**src/rtl/mem_arbiter_rr_if.sv**
```systemverilog
// Request/RAM bundle between the per-CPU ports, the arbiter and the single RAM port.
// The slave view is the arbiter's side; the master view is the environment (CPUs and RAM).
interface mem_arbiter_rr_if #(
    parameter int CPUS   = 2,
    parameter int WORD_W = 32
);
    logic [CPUS-1:0]        iREN;
    logic [CPUS*WORD_W-1:0] iaddr;
    logic [CPUS-1:0]        iwait;
    logic [CPUS*WORD_W-1:0] iload;
    logic [CPUS-1:0]        dREN;
    logic [CPUS-1:0]        dWEN;
    logic [CPUS*WORD_W-1:0] daddr;
    logic [CPUS*WORD_W-1:0] dstore;
    logic [CPUS-1:0]        dwait;
    logic [CPUS*WORD_W-1:0] dload;
    logic [1:0]             ramstate;
    logic [WORD_W-1:0]      ramload;
    logic                   ramREN;
    logic                   ramWEN;
    logic [WORD_W-1:0]      ramaddr;
    logic [WORD_W-1:0]      ramstore;

    modport slave (
        input  iREN, iaddr, dREN, dWEN, daddr, dstore, ramstate, ramload,
        output iwait, iload, dwait, dload, ramREN, ramWEN, ramaddr, ramstore
    );

    modport master (
        output iREN, iaddr, dREN, dWEN, daddr, dstore, ramstate, ramload,
        input  iwait, iload, dwait, dload, ramREN, ramWEN, ramaddr, ramstore
    );
endinterface

```
**src/rtl/mem_arbiter_rr.sv**
```systemverilog
// Round-robin RAM arbiter: data requests beat instruction requests, one locked grant
// per RAM transaction, separate fairness pointers per class.
//
// state | meaning
// IDLE  | no grant; RAM enables low; picks the next winner
// GRANT | owner/kind drive the RAM until ACCESS (done) or the request drops (abort)
module mem_arbiter_rr #(
    parameter int CPUS   = 2,
    parameter int WORD_W = 32
) (
    input  logic             CLK,
    input  logic             nRST,
    mem_arbiter_rr_if.slave  bus
);
    localparam int OW = (CPUS > 1) ? $clog2(CPUS) : 1;
    localparam logic [1:0] RAM_ACCESS = 2'd2;

    typedef enum logic {IDLE = 1'b0, GRANT = 1'b1} state_t;
    typedef enum logic {DATA = 1'b0, INSTR = 1'b1} kind_t;

    state_t          state, state_nx;
    kind_t           kind, kind_nx;
    logic [OW-1:0]   owner, owner_nx;
    logic [OW-1:0]   dptr, dptr_nx;
    logic [OW-1:0]   iptr, iptr_nx;
    logic [CPUS-1:0] dreq;
    logic [OW-1:0]   d_win, i_win;
    logic            active;
    logic            done;

    // First set bit of req at or after ptr, wrapping modulo CPUS (any CPUS, not just 2^n).
    function automatic logic [OW-1:0] rr_pick(input logic [CPUS-1:0] req, input logic [OW-1:0] ptr);
        logic [OW-1:0] win;
        logic [OW-1:0] idx;
        logic          hit;
        int            j;
        win = '0;
        hit = 1'b0;
        for (int i = 0; i < CPUS; i++) begin
            j = int'(ptr) + i;
            if (j >= CPUS) j = j - CPUS;
            idx = OW'(j);
            if (!hit && req[idx]) begin
                hit = 1'b1;
                win = idx;
            end
        end
        return win;
    endfunction

    function automatic logic [OW-1:0] ptr_after(input logic [OW-1:0] k);
        if (k == OW'(CPUS - 1)) return '0;
        return k + OW'(1);
    endfunction

    assign dreq   = bus.dREN | bus.dWEN;
    assign d_win  = rr_pick(dreq, dptr);
    assign i_win  = rr_pick(bus.iREN, iptr);
    assign active = (state == GRANT) && ((kind == DATA) ? dreq[owner] : bus.iREN[owner]);
    assign done   = active && (bus.ramstate == RAM_ACCESS);

    always_ff @(posedge CLK or negedge nRST) begin
        if (!nRST) begin
            state <= IDLE;
            kind  <= DATA;
            owner <= '0;
            dptr  <= '0;
            iptr  <= '0;
        end else begin
            state <= state_nx;
            kind  <= kind_nx;
            owner <= owner_nx;
            dptr  <= dptr_nx;
            iptr  <= iptr_nx;
        end
    end

    always_comb begin
        state_nx = state;
        kind_nx  = kind;
        owner_nx = owner;
        dptr_nx  = dptr;
        iptr_nx  = iptr;

        bus.iwait    = '1;
        bus.dwait    = '1;
        bus.iload    = '0;
        bus.dload    = '0;
        bus.ramREN   = 1'b0;
        bus.ramWEN   = 1'b0;
        bus.ramaddr  = '0;
        bus.ramstore = '0;

        case (state)
            IDLE: begin
                if (|dreq) begin
                    state_nx = GRANT;
                    owner_nx = d_win;
                    kind_nx  = DATA;
                end else if (|bus.iREN) begin
                    state_nx = GRANT;
                    owner_nx = i_win;
                    kind_nx  = INSTR;
                end
            end
            GRANT: begin
                if (done) begin
                    state_nx = IDLE;
                    if (kind == DATA) dptr_nx = ptr_after(owner);
                    else              iptr_nx = ptr_after(owner);
                end else if (!active) begin
                    // abandoned request: release without advancing fairness
                    state_nx = IDLE;
                end
            end
            default: state_nx = IDLE;
        endcase

        if (active) begin
            if (kind == DATA) begin
                bus.ramaddr = bus.daddr[owner*WORD_W +: WORD_W];
                if (bus.dWEN[owner]) begin
                    bus.ramWEN   = 1'b1;
                    bus.ramstore = bus.dstore[owner*WORD_W +: WORD_W];
                end else begin
                    bus.ramREN = 1'b1;
                end
                if (done) begin
                    bus.dwait[owner]                     = 1'b0;
                    bus.dload[owner*WORD_W +: WORD_W]    = bus.ramload;
                end
            end else begin
                bus.ramREN  = 1'b1;
                bus.ramaddr = bus.iaddr[owner*WORD_W +: WORD_W];
                if (done) begin
                    bus.iwait[owner]                     = 1'b0;
                    bus.iload[owner*WORD_W +: WORD_W]    = bus.ramload;
                end
            end
        end
    end
endmodule

```
**src/flat_wrapper.sv**
```systemverilog
// flat-port wrapper written by rule: the top's interface ports become plain ports
module mem_arbiter_rr_flat 
#(
    parameter int CPUS   = 2,
    parameter int WORD_W = 32
)
  (CLK, nRST, bus_iREN, bus_iaddr, bus_dREN, bus_dWEN, bus_daddr, bus_dstore, bus_ramstate, bus_ramload, bus_iwait, bus_iload, bus_dwait, bus_dload, bus_ramREN, bus_ramWEN, bus_ramaddr, bus_ramstore);
  mem_arbiter_rr_if #(.CPUS(CPUS), .WORD_W(WORD_W)) bus_i ();
  input  logic CLK;
  input  logic nRST;
  input wire logic [$bits(bus_i.iREN)-1:0] bus_iREN;
  input wire logic [$bits(bus_i.iaddr)-1:0] bus_iaddr;
  input wire logic [$bits(bus_i.dREN)-1:0] bus_dREN;
  input wire logic [$bits(bus_i.dWEN)-1:0] bus_dWEN;
  input wire logic [$bits(bus_i.daddr)-1:0] bus_daddr;
  input wire logic [$bits(bus_i.dstore)-1:0] bus_dstore;
  input wire logic [$bits(bus_i.ramstate)-1:0] bus_ramstate;
  input wire logic [$bits(bus_i.ramload)-1:0] bus_ramload;
  output wire logic [$bits(bus_i.iwait)-1:0] bus_iwait;
  output wire logic [$bits(bus_i.iload)-1:0] bus_iload;
  output wire logic [$bits(bus_i.dwait)-1:0] bus_dwait;
  output wire logic [$bits(bus_i.dload)-1:0] bus_dload;
  output wire logic [$bits(bus_i.ramREN)-1:0] bus_ramREN;
  output wire logic [$bits(bus_i.ramWEN)-1:0] bus_ramWEN;
  output wire logic [$bits(bus_i.ramaddr)-1:0] bus_ramaddr;
  output wire logic [$bits(bus_i.ramstore)-1:0] bus_ramstore;
  assign bus_i.iREN = bus_iREN;
  assign bus_i.iaddr = bus_iaddr;
  assign bus_i.dREN = bus_dREN;
  assign bus_i.dWEN = bus_dWEN;
  assign bus_i.daddr = bus_daddr;
  assign bus_i.dstore = bus_dstore;
  assign bus_i.ramstate = bus_ramstate;
  assign bus_i.ramload = bus_ramload;
  assign bus_iwait = bus_i.iwait;
  assign bus_iload = bus_i.iload;
  assign bus_dwait = bus_i.dwait;
  assign bus_dload = bus_i.dload;
  assign bus_ramREN = bus_i.ramREN;
  assign bus_ramWEN = bus_i.ramWEN;
  assign bus_ramaddr = bus_i.ramaddr;
  assign bus_ramstore = bus_i.ramstore;
  mem_arbiter_rr #(.CPUS(CPUS), .WORD_W(WORD_W)) u_core (.CLK(CLK), .nRST(nRST), .bus(bus_i));
endmodule
```
**config.mk**
```make
export PLATFORM = sky130hd
export DESIGN_NAME = mem_arbiter_rr_flat
export DESIGN_NICKNAME = d
export VERILOG_FILES = /design/src/rtl/mem_arbiter_rr_if.sv /design/src/rtl/mem_arbiter_rr.sv /design/src/flat_wrapper.sv
export SDC_FILE = /design/constraint.sdc
export NUM_CORES = 1
export LEC_CHECK = 0
export CORE_AREA = 2 2 168 170
export CTS_BUF_LIST = sky130_fd_sc_hd__clkbuf_2 sky130_fd_sc_hd__clkbuf_4 sky130_fd_sc_hd__clkbuf_8
export DETAILED_ROUTE_END_ITERATION = 8
export DIE_AREA = 0 0 170 172
export PLACE_DENSITY = 0.52
export SETUP_SLACK_MARGIN = 0.3
export SYNTH_ARGS = -nofsm -noshare
export SYNTH_HDL_FRONTEND = slang
export SYNTH_SLANG_ARGS = --single-unit
```
**constraint.sdc**
```tcl
create_clock -name CLK -period 3.75 [get_ports CLK]
set_input_delay 0.75 -clock CLK [delete_from_list [all_inputs] [get_ports CLK]]
set_output_delay 0.75 -clock CLK [all_outputs]
set_load 0.1 [all_outputs]
```
# Yosys cells after proc, flatten, opt, wreduce, memory -nomap -nowiden
# Cells that the tools add are included.
[op_classes]
muxes = 67
n_reduce_logical = 13
addsub = 8
eq_ne = 1
bitwise_logic = 5
shift = 5
magnitude_cmp = 10
[op_table]
columns = ["operator", "count"]
rows = [
  ["2-to-1 mux 64 bit", 5],
  ["variable part select 64 x 7 -> 32 bit", 3],
  ["2-to-1 mux 32 bit", 5],
  ["AND 64 bit", 1],
  ["variable shift 32 x 34 -> 64 bit (first input constant)", 1],
  ["variable part select 32 x 34 -> 64 bit", 1],
  ["2-to-1 mux 1 bit", 50],
  ["negator 6 -> 34 bit", 1],
  ["less-than comparator 1 x 2 -> 1 bit (second input constant)", 5],
  ["2-to-1 mux 2 bit", 5],
  ["AND reduction 3 bit", 2],
  ["logical AND 1 bit", 5],
  ["adder 1 x 1 -> 2 bit (second input constant)", 2],
  ["greater-or-equal comparator 1 x 2 -> 1 bit (second input constant)", 2],
  ["greater-or-equal comparator 2 bit (second input constant)", 2],
  ["OR reduction 2 bit", 2],
  ["subtractor 1 bit (second input constant)", 4],
  ["== test 2 bit (second input constant)", 1],
  ["logical NOT 1 bit", 2],
  ["inverter 1 bit", 2],
  ["inverter 2 bit", 1],
  ["bitwise OR 2 bit", 1],
  ["case mux 1 bit (2 select lines)", 1],
  ["AND reduction 2 bit", 1],
  ["other kinds (4)", 4],
]
[totals]
elab_cells = 114
regBits = 5

# Logic depth before layout (Yosys ltp)
[logic_depth]
word_depth = 10
mapped_depth = 6
ltp_nobuf = 5

# Worst setup path before layout
# No wires, ideal clock.
[synth_timing]
path_kind = "input -> output"
from = "input port bus_iREN[0]"
to = "output port bus_ramaddr[23]"
t_arrival_ps = 2765
t_required_ps = 3000
path_slack_ps = 235
stages = 5
cell_sequence = "inv_1 > a2111oi_4 > a31oi_4 > buf_6 > nor2b_1"
[synth_via]
elab_chain_len = 5
[synth_rtl]
columns = ["item", "line", "text"]
rows = [
  ["start, declared", "flat_wrapper.sv:11", "input wire logic [$bits(bus_i.iREN)-1:0] bus_iREN;"],
  ["2-to-1 mux 1 bit (not written as such) (2 in a row)", "mem_arbiter_rr.sv:59", "assign active = (state == GRANT) && ((kind == DATA) ? dreq[owner] : bus.iREN[owner]);"],
  ["2-to-1 mux 1 bit", "mem_arbiter_rr.sv:59", ""],
  ["logical AND 1 bit", "mem_arbiter_rr.sv:59", ""],
  ["2-to-1 mux 32 bit", "mem_arbiter_rr.sv:119", "if (active) begin"],
  ["end, declared", "flat_wrapper.sv:25", "output wire logic [$bits(bus_i.ramaddr)-1:0] bus_ramaddr;"],
]
# Every way passes these cells. The select of a mux whose other input is x is not followed.

# Worst setup path after layout
[layout_timing]
from = "input port bus_dWEN[1]"
to = "output port bus_ramaddr[29]"
[layout_via]
elab_chain_len = 6
[layout_rtl]
columns = ["item", "line", "text"]
rows = [
  ["start, declared", "flat_wrapper.sv:14", "input wire logic [$bits(bus_i.dWEN)-1:0] bus_dWEN;"],
  ["bitwise OR 2 bit", "mem_arbiter_rr.sv:56", "assign dreq = bus.dREN | bus.dWEN;"],
  ["2-to-1 mux 1 bit (not written as such) (2 in a row)", "mem_arbiter_rr.sv:59", ""],
  ["2-to-1 mux 1 bit", "mem_arbiter_rr.sv:59", ""],
  ["logical AND 1 bit", "mem_arbiter_rr.sv:59", ""],
  ["2-to-1 mux 32 bit", "mem_arbiter_rr.sv:119", ""],
]
# Every way passes these cells. The select of a mux whose other input is x is not followed.

==> metrics <==
CP Launch Type input pin; Buf/Inv on CP 3; largest net degree at the start of global routing 52; Post-CTS Setup Repair Bufs 0; Non-Filler Instances 1091; CTS Buf Count 3; gr ovfl total 0; CTS tree yes; Final setup viols 0; Avg WL per Cell 16.9 um; Synth Flop Type dfrtp_1; CP max FO 32; Critical Path, Cell by Cell clkdlybuf4s50_1, or2_1, mux2_4, a31oi_4, buf_12, nor2b_1, buf_12; layout cells sized above 1 34.0%; n_diodes 0; Initial Util between 10% and 20%; post-synth top area cell and2_1; all-layer global routing usage about 12%; EDFF count, synth 0; HP Class flop to flop; Worst Path Required 3000 ps; vias in the first global route 4246; # H-tree levels 1; asr flop ratio synth 100%; WP data arrival approximately 2500 ps; Top delay family on crit path buffers and inverters; grt peak-use layer met2; vias per cell 3.69; Antenna Nets Post-Route 0; multi-input logic area between 2000 and 2500 um^2; CP endpoint kind output port; Clock Skew about 0.20 ps; port bufs 431; Syn-to-layout area delta 242%; Pins Over Slew Limit 0; post-synth top area share 28.8%; M1 GR Usage 12.5%; Reg clk slew, reported paths 30 ps; critical path type input pin to output port; initial DRC count 107; Core Area 27500 um^2; Worst path slowest cell clkdlybuf4s50_1; Final Util 34.6%; filler instances approximately 2700; Seq/Total Area, Yosys about 4.5%; Unique masters post-synth 31; via count 4022; clock sink count 5; first-pass GRT wire length 25600 um; row cnt 61; initial antenna violation count 0; Syn Inst Count 332; Placed Instances 1087; clock root buffer clkbuf_8; Syn. warnings 0; CTS resizes 0; setup TNS 0 ps; Leak 3.69 nW; Peak VDD IR 0.000402 V; DRC 0; Die X between 150 and 200 um; Final Instance Area around 9500 um^2; mapped cell area around 2800 um^2; CP most frequent cell buf_12; GR Util met3 3.59%; Syn Nets 566; Chip Height approximately 170 um; first drt pass iteration count 4; hold_buf cts 0; Reg area 130 um^2; Max stage delay on crit path 450 ps; Period Utilization, post-route 87.0%; GRT met2 Usage about 22%; GPL Wtd Cong 0.750; total wire length about 18000 um; Longest Clk Path Bufs 2; largest cells by area after synthesis and2_1 (29%), mux4_2 (26%), mux2i_1 (12%); final hold vios 0; Final min period 3260 ps; clock latency on the worst-skew pair 210 ps; DIE AREA roughly 29000 um^2; post-synthesis register bit count 5; Worst Tran Pin Value between 600 and 700 ps; syn_area_per_cell 8.38 um^2; DP Area 9460 um^2; total power approximately 6 mW; Rel. slew slack 55.3%; nets 980; max_cap viols 0; status finished, final reports clean; Max Fclk ~310 MHz; RSZ-0062 raised after global routing no; P per Cell Area 633 nW/um^2; Top Ports ~430; dpl hpwl around 16000 um
## kinds of logic (layout without fill, tap and decap cells)
group / after synthesis / after routing / synth area share, %
compound gates: 10 / 10 / 3.69
buf+inv: 38 / 451 / 8.01
flops: 5 / 5 / 4.50
mux: 67 / 67 / 38.7
simple gates: 212 / 212 / 45.1
## report_power, final
part	leakage, nW	internal [mW]	switching (mW)	total [mW]
Clock	0.0262	0.0798	0.0223	0.102
Sequential	0.0538	0.0809	0.137	0.218
Combinational	3.61	2.18	3.52	5.70
Total	3.69	2.34	3.68	6.02
## routing by layer
layer  vias up  routed length (um)
met1      1855                6630
met2       209                9950
met4         0                 136
met3        10                1670
li1       1948                   -
met5         -                   0
## layout make-up
type                            instances  area share (%)
Clock buffer                            4           0.513
Inverter                                8           0.316
Multi-Input combinational cell        289            25.6
Sequential cell                         5            1.37
Tap cell                              346            4.55
Timing Repair Buffer                  439            67.6
## cells in the mapped netlist, types with 2 or more instances
library cell,number
mux4_2,32
inv_1,8
clkbuf_2,9
buf_2,4
and2_1,128
nor2b_1,34
buf_6,4
nor4_4,2
nand2_1,2
a21oi_1,3
dfrtp_1,5
mux2i_1,33
nor2_1,41
buf_1,2
buf_4,8
clkbuf_1,2
## cells in the final DEF, fill, tap and decap left out, drive strengths merged
cell type / synthesis / layout
and3: 2 / 2
a31oi: 2 / 2
buf: 18 / 206
nor4: 2 / 2
a21oi: 3 / 3
a21o: 1 / 1
nor2: 41 / 41
o21bai: 1 / 1
nor3: 1 / 1
a2111oi: 1 / 1
and2: 128 / 128
clkbuf: 12 / 4
nand3b: 1 / 1
nand2: 2 / 2
mux2i: 33 / 33
mux4: 32 / 32
mux2: 2 / 2
clkdlybuf4s50: 0 / 233
inv: 8 / 8
o21ai: 1 / 1
or2: 1 / 1
dfrtp: 5 / 5
a211o: 1 / 1
nor2b: 34 / 34
## registers in the layout, summed over array words and instances (netlist names)
register      flops
u_core.owner      1
u_core.kind       1
u_core.iptr       1
u_core.dptr       1
u_core.state      1
## path summary, 6_finish.rpt
kind,slack [ps],cells after the start,startpoint,endpoint
min in group asynchronous,780,1,nRST,u_core.owner
hold / removal,500,1,u_core.dptr,u_core.dptr
hold reg to reg,500,1,u_core.dptr,u_core.dptr
setup reg to reg,1830,6,u_core.kind,u_core.dptr
setup / recovery,490,7,bus_dWEN[1],bus_ramaddr[29]
max in group asynchronous,2730,1,nRST,u_core.owner
## worst reg2reg max path, delay by kind of cell (launching register included)
family	cells	cell delay, ps
flops	1	780
buf+inv	3	660
simple gates	2	270
compound gates	1	140
## per-stage QoR
| step | setup slack, ps | hold slack, ps |
|---|---|---|
| floorplan | 235 | 450 |
| global placement | 498 | 490 |
| detailed placement | 487 | 492 |
| CTS | 478 | 499 |
| global route | 395 | 533 |
| finish | 486 | 496 |
Note: power is estimated with default switching activity, not from simulation.
==> RTL edit 1, RTL diff (config.mk and constraints unchanged) <==
Reset style: synchronous (`nRST`), changed in one clocked block.
--- a/src/rtl/mem_arbiter_rr.sv
+++ b/src/rtl/mem_arbiter_rr.sv
@@ -60,5 +60,5 @@
     assign done   = active && (bus.ramstate == RAM_ACCESS);
 
-    always_ff @(posedge CLK or negedge nRST) begin
+    always_ff @(posedge CLK) begin
         if (!nRST) begin
             state <= IDLE;
Formal check against the unedited RTL: differs if nRST is asserted again (counterexample within 4 cycles, from zero or initial values and one cycle with nRST low); with nRST held inactive, the same outputs for 4 cycles.
==> RTL edit 1 against the original RTL <==
Sequential cell count unchanged. Via count is 6.6% higher. Critical path depth decreased by 1. Final area is 2.5% higher. Setup slack worse by 0.14 ns. Routed wire length is 8.0% higher. Area after synthesis rose by 8.4%. Cell count is 1.1% higher.
Power is left out: it rests on default switching activity, and per cell area and clock period it moved more than threefold.
==> RTL edit 1: results (changes against the original RTL) <==
| Metric | Value |
|---|---|
| Result of the run | completed |
| Dominant register cell in the synthesized netlist | sky130_fd_sc_hd__dfxtp_1 |
| Worst clock skew on the final layout | 0.00222 ns (+0.00202 ns) |
| Post-layout net count | 992 (+1.2%) |
| Async SR Flop Fraction | 0% (-100 points) |
| Number of antenna violations at the first check in global routing | 2 (+2) |
| Sum of routed wire length over all layers | 19900 µm (+8.0%) |
| Min-delay worst type | register to register |
| Fill cell total of the finished layout | 2703 (-0.22%) |
| Largest net degree at the start of global routing | 43 (-17%) |
| Total clock buffers created by CTS | 3 (unchanged) |
| Vias in the first global route | 4557 (+7.3%) |
| Number of H-tree levels | 1 (unchanged) |
| Clock insertion delay at the later pin of the skew report | roughly 0.22 ns |
| First-pass GRT wire length | 27900 µm (+8.9%) |
| Maximum fanout encountered on the critical timing path | 8 (-75%) |
| Actual slew at the worst max-slew pin | 0.651 ns (-0.0185 ns) |
| Detailed-router iteration count before antenna repair | 4 (unchanged) |
| Minimum setup slack after placement | 0.246 ns (-0.241 ns) |
| Data arrival, critical path | 2.65 ns (+0.14 ns) |
| Final antenna diode count | 0 (unchanged) |
| Net count after synthesis | 572 (+1.1%) |
| Share of post-route cells with drive strength above 1 | 39.4% (+5.4 points) |
| Clock transition at path regs | 0.03 ns (about the same) |
| Number of library cell types mapped by synthesis | 37 (+19%) |
| Count of input and output buffers | 431 (unchanged) |
| All-layer global routing usage | 12.5% (+0.98 points) |
| Library cell used as clock root buffer | sky130_fd_sc_hd__clkbuf_8 |
| Share of the yosys chip area belonging to registers | 3.32% (-1.2 points) |
| Starting DRT DRC Count | 109 (+1.9%) |
| Maximum buffer depth of the clock tree | 2 (unchanged) |
| HPWL after DPL | 16400 µm (+4.5%) |
| Number of warnings reported in the yosys synthesis log | 0 (unchanged) |
| GP Congestion | 0.785 (+4.8%) |
| Post-detailed-route via-to-cell ratio | 3.89 (+5.5%) |
| Most area-consuming cells after synthesis | sky130_fd_sc_hd__and2_1, sky130_fd_sc_hd__mux4_2, sky130_fd_sc_hd__nor3b_2 |
| Post-synth top cells | sky130_fd_sc_hd__and2_1, sky130_fd_sc_hd__nor2_1, sky130_fd_sc_hd__mux2i_1, sky130_fd_sc_hd__mux4_2, sky130_fd_sc_hd__nor3b_2 |
## RTL edit 1: cell types whose count changed after synthesis, sizes merged, moves of 5 or more
cell    unedited run  this run
nor3b              0        32
nor2              41        35
clkbuf            12         7
nor2b             34         0
buf               18        28
dfrtp              5         0
dfxtp              0         5
## RTL edit 1: cells by family (layout without fill, tap and decap cells)
logic type      Yosys count  after routing  share of synthesized area (%)
compound gates           11             12                           3.03
mux                      66             66                           35.2
flops                     5              5                           3.32
buf+inv                  44            462                           9.96
simple gates            212            212                           48.5
## RTL edit 1: critical path, stage by stage
cell                              delay [ns]
sky130_fd_sc_hd__clkdlybuf4s50_1        0.57
sky130_fd_sc_hd__mux2i_2                0.19
sky130_fd_sc_hd__a211o_4                0.44
sky130_fd_sc_hd__buf_4                  0.22
sky130_fd_sc_hd__nor3b_2                0.26
sky130_fd_sc_hd__buf_12                 0.21
## RTL edit 1: repair_timing
item,in CTS,in global routing
pin swaps,0,1
gates cloned,0,1
setup buffers,0,4
endpoints found under the setup margin,23,25
resized for setup,1,4
endpoints found under the hold margin,0,0
hold buffers,0,0
## RTL edit 1: area by class of cell
type	count	share of cell area [%]
Clock buffer	4	0.501
Inverter	9	0.347
Multi-Input combinational cell	290	27.2
Timing Repair Buffer	449	66.4
Tap cell	346	4.44
Sequential cell	5	1.08
## RTL edit 1: routing by layer
| metal | part of all wire [%] | routed length, µm | global-route usage, % |
|---|---|---|---|
| met2 | 49 | 9630 | 21.6 |
| met4 | 0.74 | 146 | 1.37 |
| met1 | 38 | 7580 | 14.7 |
| met3 | 12 | 2480 | 5.58 |
| met5 | 0.11 | 22 | 0 |
## RTL edit 1: worst paths after layout
kind / start / to / slack [ns] / cells past startpoint
min: u_core.dptr / u_core.dptr / 0.49 / 2
max: bus_iREN[0] / bus_ramaddr[11] / 0.35 / 6
max reg2reg: u_core.kind / u_core.state / 1.99 / 4
min reg2reg: u_core.dptr / u_core.dptr / 0.49 / 2
## RTL edit 1: through the flow
step | instance area (µm²) | setup TNS [ns] | instances
5_1_grt | 9740 | 0 | 1103
4_1_cts | 9680 | 0 | 1098
6_report | 9740 | 0 | 1103
3_5_place_dp | 9630 | 0 | 1094
3_3_place_gp | 9630 | 0 | 1094
2_1_floorplan | 3010 | -1.80 | 338
==> RTL edit 2, RTL diff (same flow settings) <==
Made on the original files. `CPUS` is set to 2 in 3 places; all go to 1. Comments in the files are not updated.
--- a/src/rtl/mem_arbiter_rr_if.sv
+++ b/src/rtl/mem_arbiter_rr_if.sv
@@ -2,5 +2,5 @@
 // The slave view is the arbiter's side; the master view is the environment (CPUs and RAM).
 interface mem_arbiter_rr_if #(
-    parameter int CPUS   = 2,
+    parameter int CPUS   = 1,
     parameter int WORD_W = 32
 );
--- a/src/rtl/mem_arbiter_rr.sv
+++ b/src/rtl/mem_arbiter_rr.sv
@@ -6,5 +6,5 @@
 // GRANT | owner/kind drive the RAM until ACCESS (done) or the request drops (abort)
 module mem_arbiter_rr #(
-    parameter int CPUS   = 2,
+    parameter int CPUS   = 1,
     parameter int WORD_W = 32
 ) (
--- a/src/flat_wrapper.sv
+++ b/src/flat_wrapper.sv
@@ -2,5 +2,5 @@
 module mem_arbiter_rr_flat 
 #(
-    parameter int CPUS   = 2,
+    parameter int CPUS   = 1,
     parameter int WORD_W = 32
 )
Ports: changed (10 resized); port bits go from 432 to 267. The function was not compared with the original's and may differ.
==> RTL edit 2 against the original RTL <==
Power decreased by 33%. Sequential cell count decreased by 3. Clock skew rose by 0.0014 ns. Combinational power shrank 32%. Sequential power down 57%. Setup slack got worse by 0.062 ns. Register-to-register slack better by 0.21 ns. Sequential share of layout area decreased by 0.62 points. Area after synthesis shrank 31%. Die area unchanged. Final area down 28%. Routed wire length is 33% lower. Critical path type unchanged. Critical endpoint is now bus_dload[26]. Largest cell class unchanged. Highest routed layer unchanged.
==> RTL edit 2: results (changes against the original RTL) <==
| Metric | Value |
|---|---|
| Result of the run | completed |
| Data arrival, critical path | 2.58 ns (+0.07 ns) |
| Met2 WL | 6290 µm (-37%) |
| Multiplexer area fraction after synthesis | 16.6% (-22 points) |
| Syn Inst Count | 243 (-27%) |
| Highest ir drop seen on vdd | 0.211 mV (-48%) |
| All-layer global routing usage | 7.67% (-3.8 points) |
| Post-layout net count | 638 (-35%) |
| Vias in the first global route | 2814 (-34%) |
| GP Congestion | 0.707 (-5.7%) |
| Actual slew at the worst max-slew pin | 1.02 ns (+0.349 ns) |
| Critical R2R Capture | u_core.state |
| Final Critical Period | 3.33 ns (+0.0616 ns) |
| Launching instance or port of the critical path | bus_ramstate[1] |
| Number of library cell types mapped by synthesis | 24 (-23%) |
| Number of antenna violations at the first check in global routing | 2 (+2) |
| Minimum setup slack after placement | 0.223 ns (-0.264 ns) |
| Setup crit end | bus_dload[26] |
| Share of post-route cells with drive strength above 1 | 51.4% (+17 points) |
| Count of input and output buffers | 266 (-38%) |
| HPWL after DPL | 9870 µm (-37%) |
| Global routing usage on met2 | 14.0% (-8.4 points) |
| GR Layer Usage met3 | 2.63% (-0.96 points) |
| Met1 usage | 8.62% (-3.9 points) |
| First-pass GRT wire length | 17200 µm (-33%) |
| Net count after synthesis | 378 (-33%) |
| Post-detailed-route via-to-cell ratio | 3.31 (-10%) |
| Detailed-router iteration count before antenna repair | 3 (-1) |
| Cell leakage power | 2.55 nW (-31%) |
| Int Power | 1.47 mW (-37%) |
| Worst-case register-to-register setup slack | 2.04 ns (+0.21 ns) |
| Worst clock skew on the final layout | 0.00159 ns (+0.00139 ns) |
| Routed length per instance | 14.5 µm (-14%) |
| Most area-consuming cells after synthesis | sky130_fd_sc_hd__nor3_2, sky130_fd_sc_hd__nor4_2, sky130_fd_sc_hd__mux2i_1 |
| Post-synth top cells | sky130_fd_sc_hd__nor3_2, sky130_fd_sc_hd__inv_1, sky130_fd_sc_hd__and2_1, sky130_fd_sc_hd__mux2i_1, sky130_fd_sc_hd__nor4_2 |
| Largest net degree at the start of global routing | 49 (-5.8%) |
| Cell area after placement | 6730 µm² (-29%) |
| Length of routed met3 wiring | 1150 µm (-31%) |
| Maximum fanout encountered on the critical timing path | 10 (-69%) |
| Smallest hold slack | 0.699 ns (+0.202 ns) |
| Fill cell total of the finished layout | 2888 (+6.6%) |
| Number of standard cells in the final layout excluding fillers | 850 (-22%) |
[RTL edit 2: cell count changes in the layout (fill, tap and decap cells not counted), moves of 34 or more]
| cell | unedited run | this run |
|---|---|---|
| sky130_fd_sc_hd__and2_1 | 128 | 32 |
| sky130_fd_sc_hd__nor2b_1 | 34 | 0 |
| sky130_fd_sc_hd__buf_12 | 204 | 135 |
| sky130_fd_sc_hd__nor2_1 | 41 | 0 |
| sky130_fd_sc_hd__clkdlybuf4s50_1 | 233 | 134 |
| sky130_fd_sc_hd__nor3_2 | 0 | 64 |
[RTL edit 2: final cells by class]
class | count | area (µm²) | share of cell area [%]
well taps | 346 | 433 | 6.33
repair buffers | 285 | 4160 | 60.9
clock buffers | 4 | 48.8 | 0.713
inverters | 34 | 130 | 1.90
multi-input cells | 177 | 2010 | 29.4
flip-flops and latches | 2 | 51.3 | 0.750
diodes | 2 | 5.00 | 0.0732
[RTL edit 2: worst max-delay path, delay by kind of cell]
kind | cells | cell delay (ns)
and+or+nand+nor | 2 | 0.91
buffers and inverters | 2 | 0.91
[RTL edit 2: stage by stage]
| stage | utilization, % | total power, mW |
|---|---|---|
| after floorplan | - | 2.61 |
| after global placement | 24.5 | 3.95 |
| after detailed placement | 24.5 | 3.95 |
| after CTS | 24.7 | 4.06 |
| after global routing | 24.9 | 4.18 |
| final | 24.9 | 4.04 |
[RTL edit 2: power groups by stage]
stage               clock [mW]  sequential, mW  combinational, mW
finish                  0.0987          0.0937               3.85
global route             0.104          0.0983               3.98
CTS                      0.102          0.0880               3.87
detailed placement           0          0.0863               3.87
global placement             0          0.0862               3.86
floorplan                    0          0.0393               2.57
[RTL edit 2: repair_timing]
action                                 4_1_cts  5_1_grt
gates resized for setup                      1        0
setup endpoints to repair                   26       38
endpoints found under the hold margin        0        0
setup buffers                                0        4
gates cloned                                 0        1
